--- config.mk ---
export PLATFORM = sky130hd
export DESIGN_NAME = avg_pool_divider
export DESIGN_NICKNAME = d
export VERILOG_FILES = /design/src/rtl/avg_pool_divider_pkg.sv /design/src/rtl/fraction_table.sv /design/src/rtl/avg_pool_divider.sv
export SDC_FILE = /design/constraint.sdc
export NUM_CORES = 1
export LEC_CHECK = 0
export CAP_MARGIN = 20
export CORE_ASPECT_RATIO = 1.4
export CORE_MARGIN = 5
export CORE_UTILIZATION = 55
export DETAILED_ROUTE_END_ITERATION = 12
export HOLD_SLACK_MARGIN = 0.03
export PLACE_DENSITY = 0.76
export SKIP_CTS_REPAIR_TIMING = 1
export SLEW_MARGIN = 20
export SYNTH_ARGS = -nofsm -noshare
export SYNTH_HDL_FRONTEND = slang
export SYNTH_HIERARCHICAL = 1
export SYNTH_SLANG_ARGS = --single-unit
--- constraint.sdc ---
create_clock -name clk -period 14.4 [get_ports clk]
set_input_delay 2.88 -clock clk [delete_from_list [all_inputs] [get_ports clk]]
set_output_delay 2.88 -clock clk [all_outputs]
set_load 0.005 [all_outputs]
--- src/rtl/avg_pool_divider_pkg.sv ---
// Shared definitions for the average-pooling divider: FSM encoding and the
// Q13 reciprocal format used by the lookup table and the output rounding.
package avg_pool_divider_pkg;

  typedef enum logic [1:0] {
    ACCUM  = 2'd0,
    LOOKUP = 2'd1,
    MULT   = 2'd2,
    OUT    = 2'd3
  } state_t;

  localparam int FRAC_WIDTH  = 16;
  localparam int FRAC_SHIFT  = 13;
  localparam int ROUND_CONST = 4096;
  localparam int INDEX_WIDTH = 6;
  localparam int TABLE_DEPTH = 1 << INDEX_WIDTH;

  localparam logic [FRAC_WIDTH-1:0] FRAC_RESET = 16'hFFFF;

  // floor(1.0 / (idx + 1)) in Q13; index 0 (one sample) yields exactly 1.0.
  function automatic logic [FRAC_WIDTH-1:0] recip_q13(input int idx);
    return FRAC_WIDTH'((1 << FRAC_SHIFT) / (idx + 1));
  endfunction

endpackage

--- src/rtl/fraction_table.sv ---
// Registered reciprocal LUT: fraction = floor(8192 / (index + 1)), valid one
// cycle after index is presented.
module fraction_table
  import avg_pool_divider_pkg::*;
(
  input  logic                   clk,
  input  logic                   rst,
  input  logic [INDEX_WIDTH-1:0] index,
  output logic [FRAC_WIDTH-1:0]  fraction
);

  logic [FRAC_WIDTH-1:0] rom [TABLE_DEPTH];

  // Constant contents, so the table is pure logic and needs no reset.
  for (genvar i = 0; i < TABLE_DEPTH; i++) begin : g_rom
    assign rom[i] = recip_q13(i);
  end

  always_ff @(posedge clk or posedge rst) begin
    if (rst) begin
      fraction <= FRAC_RESET;
    end else begin
      fraction <= rom[index];
    end
  end

endmodule

--- src/rtl/avg_pool_divider.sv ---
// Streaming average pool: sums a window of signed samples, multiplies by a
// Q13 reciprocal of the sample count and rounds half toward +infinity.
module avg_pool_divider
  import avg_pool_divider_pkg::*;
#(
  parameter int DATA_WIDTH = 16,
  parameter int MAX_WIN    = 64
) (
  input  logic                         clk,
  input  logic                         rst_n,
  input  logic                         in_valid,
  output logic                         in_ready,
  input  logic signed [DATA_WIDTH-1:0] in_data,
  input  logic                         in_last,
  output logic                         out_valid,
  input  logic                         out_ready,
  output logic signed [DATA_WIDTH-1:0] out_data,
  output logic                         win_trunc
);

  localparam int ACC_WIDTH  = DATA_WIDTH + 6;
  localparam int PROD_WIDTH = ACC_WIDTH + FRAC_WIDTH + 1;

  localparam logic signed [PROD_WIDTH-1:0] SAT_MAX = PROD_WIDTH'((1 << (DATA_WIDTH - 1)) - 1);
  localparam logic signed [PROD_WIDTH-1:0] SAT_MIN = -SAT_MAX - PROD_WIDTH'(1);

  state_t                        state;
  logic signed [ACC_WIDTH-1:0]   sum;
  logic [6:0]                    count;
  logic signed [PROD_WIDTH-1:0]  product;
  logic signed [PROD_WIDTH-1:0]  rounded;
  logic [INDEX_WIDTH-1:0]        recip_index;
  logic [FRAC_WIDTH-1:0]         fraction;

  assign recip_index = INDEX_WIDTH'(count - 7'd1);

  fraction_table u_fraction_table (
    .clk      (clk),
    .rst      (~rst_n),
    .index    (recip_index),
    .fraction (fraction)
  );

  // NOTE: every register below is assigned with <= so all of them update
  // together on the edge; a blocking = here would let later lines see the
  // new value and silently change the pipeline timing.
  always_ff @(posedge clk or negedge rst_n) begin
    if (!rst_n) begin
      state     <= ACCUM;
      sum       <= '0;
      count     <= '0;
      product   <= '0;
      out_valid <= 1'b0;
      win_trunc <= 1'b0;
      in_ready  <= 1'b0;
    end else begin
      win_trunc <= 1'b0;
      case (state)
        ACCUM: begin
          in_ready <= 1'b1;
          if (in_valid && in_ready) begin
            sum   <= sum + {{(ACC_WIDTH - DATA_WIDTH){in_data[DATA_WIDTH-1]}}, in_data};
            count <= count + 7'd1;
            if (in_last || count == 7'(MAX_WIN - 1)) begin
              state     <= LOOKUP;
              in_ready  <= 1'b0;
              win_trunc <= ~in_last;
            end
          end
        end
        LOOKUP: state <= MULT;
        MULT: begin
          // Fraction is zero-extended so 1.0 (8192) and up stay positive.
          product   <= PROD_WIDTH'(sum) * PROD_WIDTH'($signed({1'b0, fraction}));
          out_valid <= 1'b1;
          state     <= OUT;
        end
        OUT: begin
          if (out_ready) begin
            out_valid <= 1'b0;
            sum       <= '0;
            count     <= '0;
            in_ready  <= 1'b1;
            state     <= ACCUM;
          end
        end
        default: state <= ACCUM;
      endcase
    end
  end

  assign rounded = (product + PROD_WIDTH'(ROUND_CONST)) >>> FRAC_SHIFT;

  // NOTE: out_data gets its default before the if-chain, so every path
  // assigns it and no latch is inferred.
  always_comb begin
    out_data = rounded[DATA_WIDTH-1:0];
    if (rounded > SAT_MAX) begin
      out_data = SAT_MAX[DATA_WIDTH-1:0];
    end else if (rounded < SAT_MIN) begin
      out_data = SAT_MIN[DATA_WIDTH-1:0];
    end
  end

endmodule

==> flow_summary.ini, run 1 <==
[status]
status = completed

[final_layout]
area_delta_synth_final_pct = 5.099
multi_input_area_sq_um = 14080
final_cell_mix = 442 x inv_1, 348 x fa_1, 278 x nand2_1
seq_area_sq_um = 1921
fillCellCount = 2916
diodes = 0
drive_gt1_share_pct = 4.269
finish.net_count = 2489
layout_commonest_cell = inv_1

[timing]
worst_pin_slew_ps = 988.8
fin_skew_ps = 13.11
final_max_slew_viol_count = 0
maxSlewHeadroom_pct = 33.84
max_freq_ghz = 0.1460
fin_crit_ps = 6850
fin_setup_tns_ps = 0
final_hold_viol_count = 0
setup_viol = 0
rsz0062_at_grt = false
post-route-period-util_pct = 47.57
whs_ps = 474.9

[clock_tree]
path_clk_slew_ps = 70
cts_root_buf = clkbuf_16
cts_buffers = 9
clock_latency_ps = 380
clock_sinks = 76
h-tree-depth = 3
cts_buffer_depth = 2
cts_tree = yes

[grt]
grt_max_degree = 45
antenna_found_initial = 0
grt-ovfl-total = 0
track_usage_pct = 24.57
grt_pass1_vias = 14816
grt_pass1_wl_mm = 71.75

[setup_path]
slowest_delay_ps = 870
cp-end-kind = flop
worstPathRequired_ps = 14650
crit_top_cell = fa_1
crit_type = flop to flop
reg2reg_from = u_fraction_table/fraction[4]$_DFF_PP1_
timing.rr.end = product[35]$_DFFE_PN0P_
rrSetupSlack_ps = 7550
crit_family = adder cells
crit_buf_inv = 3
r2r_cells = 20
critical_path.cell_chain = nand2_1 -> fa_1 -> fa_1 -> fa_1 -> fa_1 -> inv_1 -> fa_1 -> inv_1 -> fa_1 -> inv_1 -> ha_1 -> o21a_1 -> a221o_1 -> a31oi_2 -> o2111ai_2 -> a31oi_4 -> o21ai_2 -> a21o_1 -> xor2_1 -> mux2_2
worst_path_max_delay_cell = dfstp_2
cp.arrival_ps = 7100
worst_setup_path_start_kind = flop
crit_path_max_fanout = 22

[route]
wl_per_cell_um = 17.02
viasPerCell = 5.540
ant_nets = 0
route.detailed.drc = 0
vias = 13467
wl_mm = 41.36
drt-initial-drc-count = 597
first_pass_iters = 5

[placement]
dp_hpwl_mm = 33.16
place_congestion = 0.9079
port_buffers = 39

[hold_path]
hp-class = flop to flop
hp-start = count[6]$_DFFE_PN0P_
hold_path_end = win_trunc$_DFF_PN0_
min_path_cells = 1

[synthesis]
syn-mean-instance-area_sq_um = 8.946
seq_area_frac_synth_pct = 10.65
synthArstFlopShare_pct = 100.0
syn_nets = 2519
synth-main-ff-cell = dfrtp_1
synthSimpleGateAreaFrac_pct = 16.05
synth_xor_area_share_pct = 3.538
synthAdderAreaFrac_pct = 47.93
postSynthCellCount = 2016
post_synth_num_cell_types = 87
synth_edf_count = 0
ys_ff_latch = 76
yosys_warnings = 6
muxShareOfSynthArea_pct = 1.797
synth_top_family_by_area = adder cells
syn-cell-area_sq_um = 18030
synth_compound_area_share_pct = 8.651

[floorplanning]
start_util_pct = 55.66
fp-row-count = 78
ios = 40
dieArea_sq_um = 36560
chipHeight_um = 224.3
die_w_um = 163.0
coreArea_sq_um = 32400

[flow_run]
cap_violations = 0
sequential cells by signal, summed over array words and instances, names as in the netlist:
| signal | flops |
|---|---|
| sum | 22 |
| out_valid | 1 |
| win_trunc | 1 |
| in_ready | 1 |
| count | 7 |
| product | 27 |
| u_fraction_table/fraction | 15 |
| state | 2 |
Yosys cell counts (all sizes together) (6+ instances only):
| master | number | area share, % |
|---|---|---|
| or3 | 6 | 0.21 |
| nor2 | 50 | 1.1 |
| o22ai | 6 | 0.21 |
| nand2 | 278 | 5.8 |
| buf | 16 | 0.65 |
| nor3 | 16 | 0.47 |
| nand2b | 9 | 0.31 |
| nand4 | 12 | 0.50 |
| mux2 | 25 | 1.6 |
| and2 | 146 | 5.1 |
| o21bai | 7 | 0.29 |
| clkbuf | 71 | 1.5 |
| nor2b | 12 | 0.42 |
| xnor2 | 33 | 1.6 |
| xor2 | 39 | 1.9 |
| dfrtp | 61 | 8.5 |
| and3 | 10 | 0.35 |
| fa | 348 | 39 |
| a31oi | 10 | 0.46 |
| o21a | 11 | 0.46 |
| a21oi | 49 | 1.4 |
| dfstp | 15 | 2.2 |
| o211ai | 9 | 0.40 |
| a21o | 13 | 0.54 |
| nand3 | 23 | 0.67 |
| ha | 134 | 9.3 |
| inv | 443 | 9.2 |
| o21ai | 76 | 2.1 |
| a211oi | 13 | 0.61 |
layer usage:
metal	share of wire (%)	GRT usage [%]	wire, um
met5	0	0	0
met4	6.4	14.37	2667
met3	3.4	2.731	1418
met2	54	45.03	22220
met1	36	27.31	15050
how the worst max path moves through the flow:
stage / end / slack, ps / depth (start not counted) / start
2_1_floorplan: product[35]$_DFFE_PN0P_ / 8050 / 21 / u_fraction_table/fraction[2]$_DFF_PP1_
3_3_place_gp: product[37]$_DFFE_PN0P_ / 7650 / 21 / u_fraction_table/fraction[3]$_DFF_PP1_
3_5_place_dp: product[35]$_DFFE_PN0P_ / 7570 / 20 / u_fraction_table/fraction[4]$_DFF_PP1_
4_1_cts: product[35]$_DFFE_PN0P_ / 7510 / 20 / u_fraction_table/fraction[4]$_DFF_PP1_
5_1_grt: product[37]$_DFFE_PN0P_ / 7250 / 21 / u_fraction_table/fraction[3]$_DFF_PP1_
6_report: product[35]$_DFFE_PN0P_ / 7550 / 20 / u_fraction_table/fraction[4]$_DFF_PP1_
per-stage QoR:
stage	utilization (%)	setup WS, ps	area (sq um)	std cells
global placement	57.57	7650	18650	2415
global route	58.50	7249	18950	2431
finish	58.50	7550	18950	2431
CTS	58.50	7514	18950	2431
floorplan	-	8053	18030	2016
detailed placement	57.57	7570	18650	2415
cells by family (layout without fill, tap and decap cells):
family,count (synthesis),after routing
muxes,28,28
adders and majority gates,482,482
xor gates and xnor gates,72,72
and+or+nand+nor,589,589
AOI/OAI and AO/OA,237,237
other,1,1
DFF,76,76
buffers and inverters,531,506
layout make-up:
class	count	share of cell area, %
multi-input cells	1409	74.28
inverters	444	8.793
repair buffers	46	2.310
flip-flops and latches	76	10.13
well taps	440	2.904
clock buffers	10	1.208
clock inverters	6	0.3763
Power of run 1 is left out: the tool's default activity adds up to more than one toggle a clock period on the data nets, which glitch-free logic cannot reach.
==> run 2: changes to the inputs <==
clock period = 6.6 ns   (was 14.4 ns; I/O delays follow)
==> run 2 against run 1 <==
Compared with the run above: sequential share of layout area shrank 0.18 points; routed wire length grew 2.8%; clock skew shrank 1.2 ps; die area is the same; critical path type unchanged.
==> flow_summary.ini, run 2 (same netlist as run 1, synthesis figures left out) <==
[status]
status = completed

[grt]
antenna_found_initial = 0
grt_pass1_wl_mm = 72.11
grt_max_degree = 56
grt-busiest-layer = met2
track_usage_pct = 24.66
met2_usage_pct = 45.86
grt-ovfl-total = 0
met3_usage_pct = 2.181
grt_pass1_vias = 15040
grt_use_met1_pct = 27.42

[final_layout]
area_delta_synth_final_pct = 8.145
multi_input_area_sq_um = 14140
diodes = 0
finish.net_count = 2556
largest_reg_flops = 27
layout_commonest_cell = inv_1
fillCellCount = 2833
reg_top3 = product: 27 flops, sum: 22 flops, u_fraction_table/fraction: 15 flops
regMostFlops = product
drive_gt1_share_pct = 7.920
final_cell_mix = 442 x inv_1, 347 x fa_1, 278 x nand2_1
seq_area_sq_um = 1942

[clock_tree]
path_clk_slew_ps = 60
cts_buffers = 9
clock_latency_ps = 370
h-tree-depth = 3
cts_tree = yes
cts_buffer_depth = 2
clock_sinks = 76
cts_root_buf = clkbuf_16

[setup_path]
crit_type = flop to flop
reg2reg_from = u_fraction_table/fraction[4]$_DFF_PP1_
cp-end-kind = flop
timing.rr.end = product[30]$_DFFE_PN0P_
worst_setup_path_start_kind = flop
worstPathRequired_ps = 6840
crit_path_max_fanout = 7
rrSetupSlack_ps = 220
cp.arrival_ps = 6630
r2r_cells = 20

[timing]
max_freq_ghz = 0.1566
fin_crit_ps = 6385
maxSlewHeadroom_pct = 36.55
final_max_slew_viol_count = 0
final_hold_viol_count = 0
fin_skew_ps = 11.93
setup_viol = 0
post-route-period-util_pct = 96.74
worst_pin_slew_ps = 948.2
whs_ps = 484.0

[route]
wl_mm = 42.52
first_pass_iters = 6
drt-initial-drc-count = 705
wl_per_cell_um = 17.02
vias = 13686
viasPerCell = 5.479
route.detailed.drc = 0
ant_nets = 0

[hold_path]
hold_path_end = win_trunc$_DFF_PN0_
min_path_cells = 1
hp-class = flop to flop
hp-start = count[6]$_DFFE_PN0P_

[floorplanning]
coreArea_sq_um = 32400
chipHeight_um = 224.3
fp-row-count = 78
dieArea_sq_um = 36560
ios = 40
die_w_um = 163.0
start_util_pct = 55.66

[flow_run]
cap_violations = 0

[placement]
dp_hpwl_mm = 35.19
place_congestion = 0.9305
port_buffers = 39
## run 2: cell type report
type / count / share of cell area (%)
multi-input combinational: 1409 / 72.49
sequential: 76 / 9.956
inverter: 444 / 8.545
timing repair buffer: 113 / 4.811
tap: 440 / 2.823
clock buffer: 10 / 1.174
clock inverter: 6 / 0.2053
## run 2: worst max path at each step
stage	slack, ps	start	to	cells after the start
global route	-20	u_fraction_table/fraction[7]$_DFF_PP1_	product[37]$_DFFE_PN0P_	21
global placement	200	u_fraction_table/fraction[7]$_DFF_PP1_	product[35]$_DFFE_PN0P_	22
CTS	60	u_fraction_table/fraction[4]$_DFF_PP1_	product[30]$_DFFE_PN0P_	21
finish	220	u_fraction_table/fraction[4]$_DFF_PP1_	product[30]$_DFFE_PN0P_	20
detailed placement	90	u_fraction_table/fraction[4]$_DFF_PP1_	product[30]$_DFFE_PN0P_	21
floorplan	250	u_fraction_table/fraction[2]$_DFF_PP1_	product[35]$_DFFE_PN0P_	21
## run 2: worst max-delay path: stages (launching register included)
cell	delay [ps]
dfstp_4	670
buf_2	200
nand2_1	100
fa_1	580
fa_1	450
fa_1	550
inv_1	60
fa_1	460
fa_1	540
inv_1	50
fa_1	530
inv_1	40
ha_1	370
a21o_1	200
a21oi_2	210
o2111ai_4	170
a31oi_4	340
o21ai_2	120
a21o_1	210
xor2_1	140
mux2_2	260
## run 2: layer usage
metal | up-vias | part of all wire, %
met3 | 140 | 3.1
met1 | 6959 | 36
met4 | 0 | 6.3
li1 | 6242 | -
met5 | - | 0
met2 | 345 | 55
## run 2: stage by stage
| step | instance area [sq um] | worst slack, ps | instances | TNS [ps] | util (%) |
|---|---|---|---|---|---|
| final | 19500 | 215.3 | 2498 | 0 | 60.19 |
| after floorplan | 18030 | 252.9 | 2016 | 0 | - |
| after CTS | 19340 | 59.84 | 2487 | 0 | 59.70 |
| after global routing | 19500 | -17.93 | 2498 | -17.93 | 60.19 |
| after global placement | 19070 | 202.7 | 2471 | 0 | 58.87 |
| after detailed placement | 19070 | 92.05 | 2471 | 0 | 58.87 |
Power of run 2 is left out for the same reason.
==> run 3: changes to the inputs <==
==> constraint.sdc (replaced) <==
create_clock -name clk -period 6.9 [get_ports clk]
set_input_delay 1.38 -clock clk [delete_from_list [all_inputs] [get_ports clk]]
set_output_delay 1.38 -clock clk [all_outputs]
set_load 0.01 [all_outputs]
==> run 3 against run 2 <==
Compared with the run above: core utilization shrank 0.75 points; via count shrank 0.61%; flip-flop and latch count is the same; die area is the same; first-iteration DRC count shrank 1.6%; critical path depth is the same.
==> flow_summary.ini, run 3 (same netlist as run 1, synthesis figures left out) <==
[status]
status = completed

[clock_tree]
cts_root_buf = clkbuf_16
clock_latency_ps = 380
cts_buffer_depth = 2
path_clk_slew_ps = 70
clock_sinks = 76
h-tree-depth = 3
cts_tree = yes
cts_buffers = 9

[setup_path]
crit_type = flop to flop
worstPathRequired_ps = 7150
cp.arrival_ps = 6890
worst_setup_path_start_kind = flop
crit_path_max_fanout = 18
cp-end-kind = flop

[timing]
worst_pin_slew_ps = 983.2
fin_skew_ps = 15.52
rsz0062_at_grt = false
max_freq_ghz = 0.1507
maxSlewHeadroom_pct = 34.21
setup_viol = 0
fin_crit_ps = 6637
fin_setup_tns_ps = 0
final_hold_viol_count = 0
post-route-period-util_pct = 96.19
whs_ps = 481.5
final_max_slew_viol_count = 0

[final_layout]
diodes = 0
reg_top3 = product: 27 flops, sum: 22 flops, u_fraction_table/fraction: 15 flops
area_delta_synth_final_pct = 6.799
largest_reg_flops = 27
utilization_pct = 59.45
final_cell_mix = 441 x inv_1, 347 x fa_1, 278 x nand2_1
layout_commonest_cell = inv_1
finish.net_count = 2526
seq_area_sq_um = 1921
fin_area_sq_um = 19260
fillCellCount = 2849
drive_gt1_share_pct = 6.114
regMostFlops = product
multi_input_area_sq_um = 14080

[grt]
grt-ovfl-total = 0
antenna_found_initial = 0
grt_pass1_vias = 15096
grt_max_degree = 45
track_usage_pct = 25.43
grt_pass1_wl_mm = 73.65

[floorplanning]
dieArea_sq_um = 36560
chipHeight_um = 224.3
die_w_um = 163.0
coreArea_sq_um = 32400
start_util_pct = 55.66
ios = 40
fp-row-count = 78

[route]
first_pass_iters = 5
viasPerCell = 5.511
drt-initial-drc-count = 694
wl_per_cell_um = 17.41
ant_nets = 0
vias = 13602
wl_mm = 42.97
route.detailed.drc = 0

[placement]
place_congestion = 0.9127
placed_area_sq_um = 18910
dp_hpwl_mm = 35.16
port_buffers = 39

[hold_path]
hp-class = flop to flop

[flow_run]
cap_violations = 0
[run 3: stage by stage]
stage / worst slack, ps / std cells
finish: 262.7 / 2468
global route: 3.634 / 2468
global placement: 352.2 / 2449
CTS: 248.0 / 2465
detailed placement: 276.0 / 2449
floorplan: 552.9 / 2016
[run 3: layout make-up]
class                   instances  area share, %
multi-input cells            1409          73.11
clock inverters                 7         0.5067
inverters                     444          8.672
clock buffers                   9          1.169
flip-flops and latches         76          9.971
well taps                     440          2.858
repair buffers                 83          3.716
[run 3: per-layer routing]
metal	vias up	share of wire, %	global-route usage (%)
met4	0	7.5	16.49
met3	179	4.4	3.391
met5	-	0	0
met1	6821	35	27.84
met2	431	53	45.87
li1	6171	-	-
[run 3: path summary, 6_finish.rpt]
path	end	slack, ps	from	cells past startpoint
hold / removal	win_trunc$_DFF_PN0_	480	count[6]$_DFFE_PN0P_	1
hold reg to reg	win_trunc$_DFF_PN0_	480	count[6]$_DFFE_PN0P_	1
max in group asynchronous	u_fraction_table/fraction[9]$_DFF_PP1_	4350	rst_n	4
min in group asynchronous	product[23]$_DFFE_PN0P_	1020	rst_n	1
setup / recovery	product[36]$_DFFE_PN0P_	260	sum[12]$_DFFE_PN0P_	20
setup reg to reg	product[36]$_DFFE_PN0P_	260	sum[12]$_DFFE_PN0P_	20
[run 3: critical path, stage by stage, from the launching register on]
cell and delay [ps]:
dfrtp_1 830, nand2_1 170, fa_1 550, fa_1 450, fa_1 510, inv_1 50, fa_1 470, fa_1 540
inv_1 60, fa_1 560, inv_1 50, ha_1 360, a21o_1 180, a21o_1 160, a21oi_1 230, o2111ai_2 210
a31oi_4 320, o21ai_2 160, a21o_1 220, a211oi_1 280, o2bb2ai_1 130
Power of run 3 is left out for the same reason.
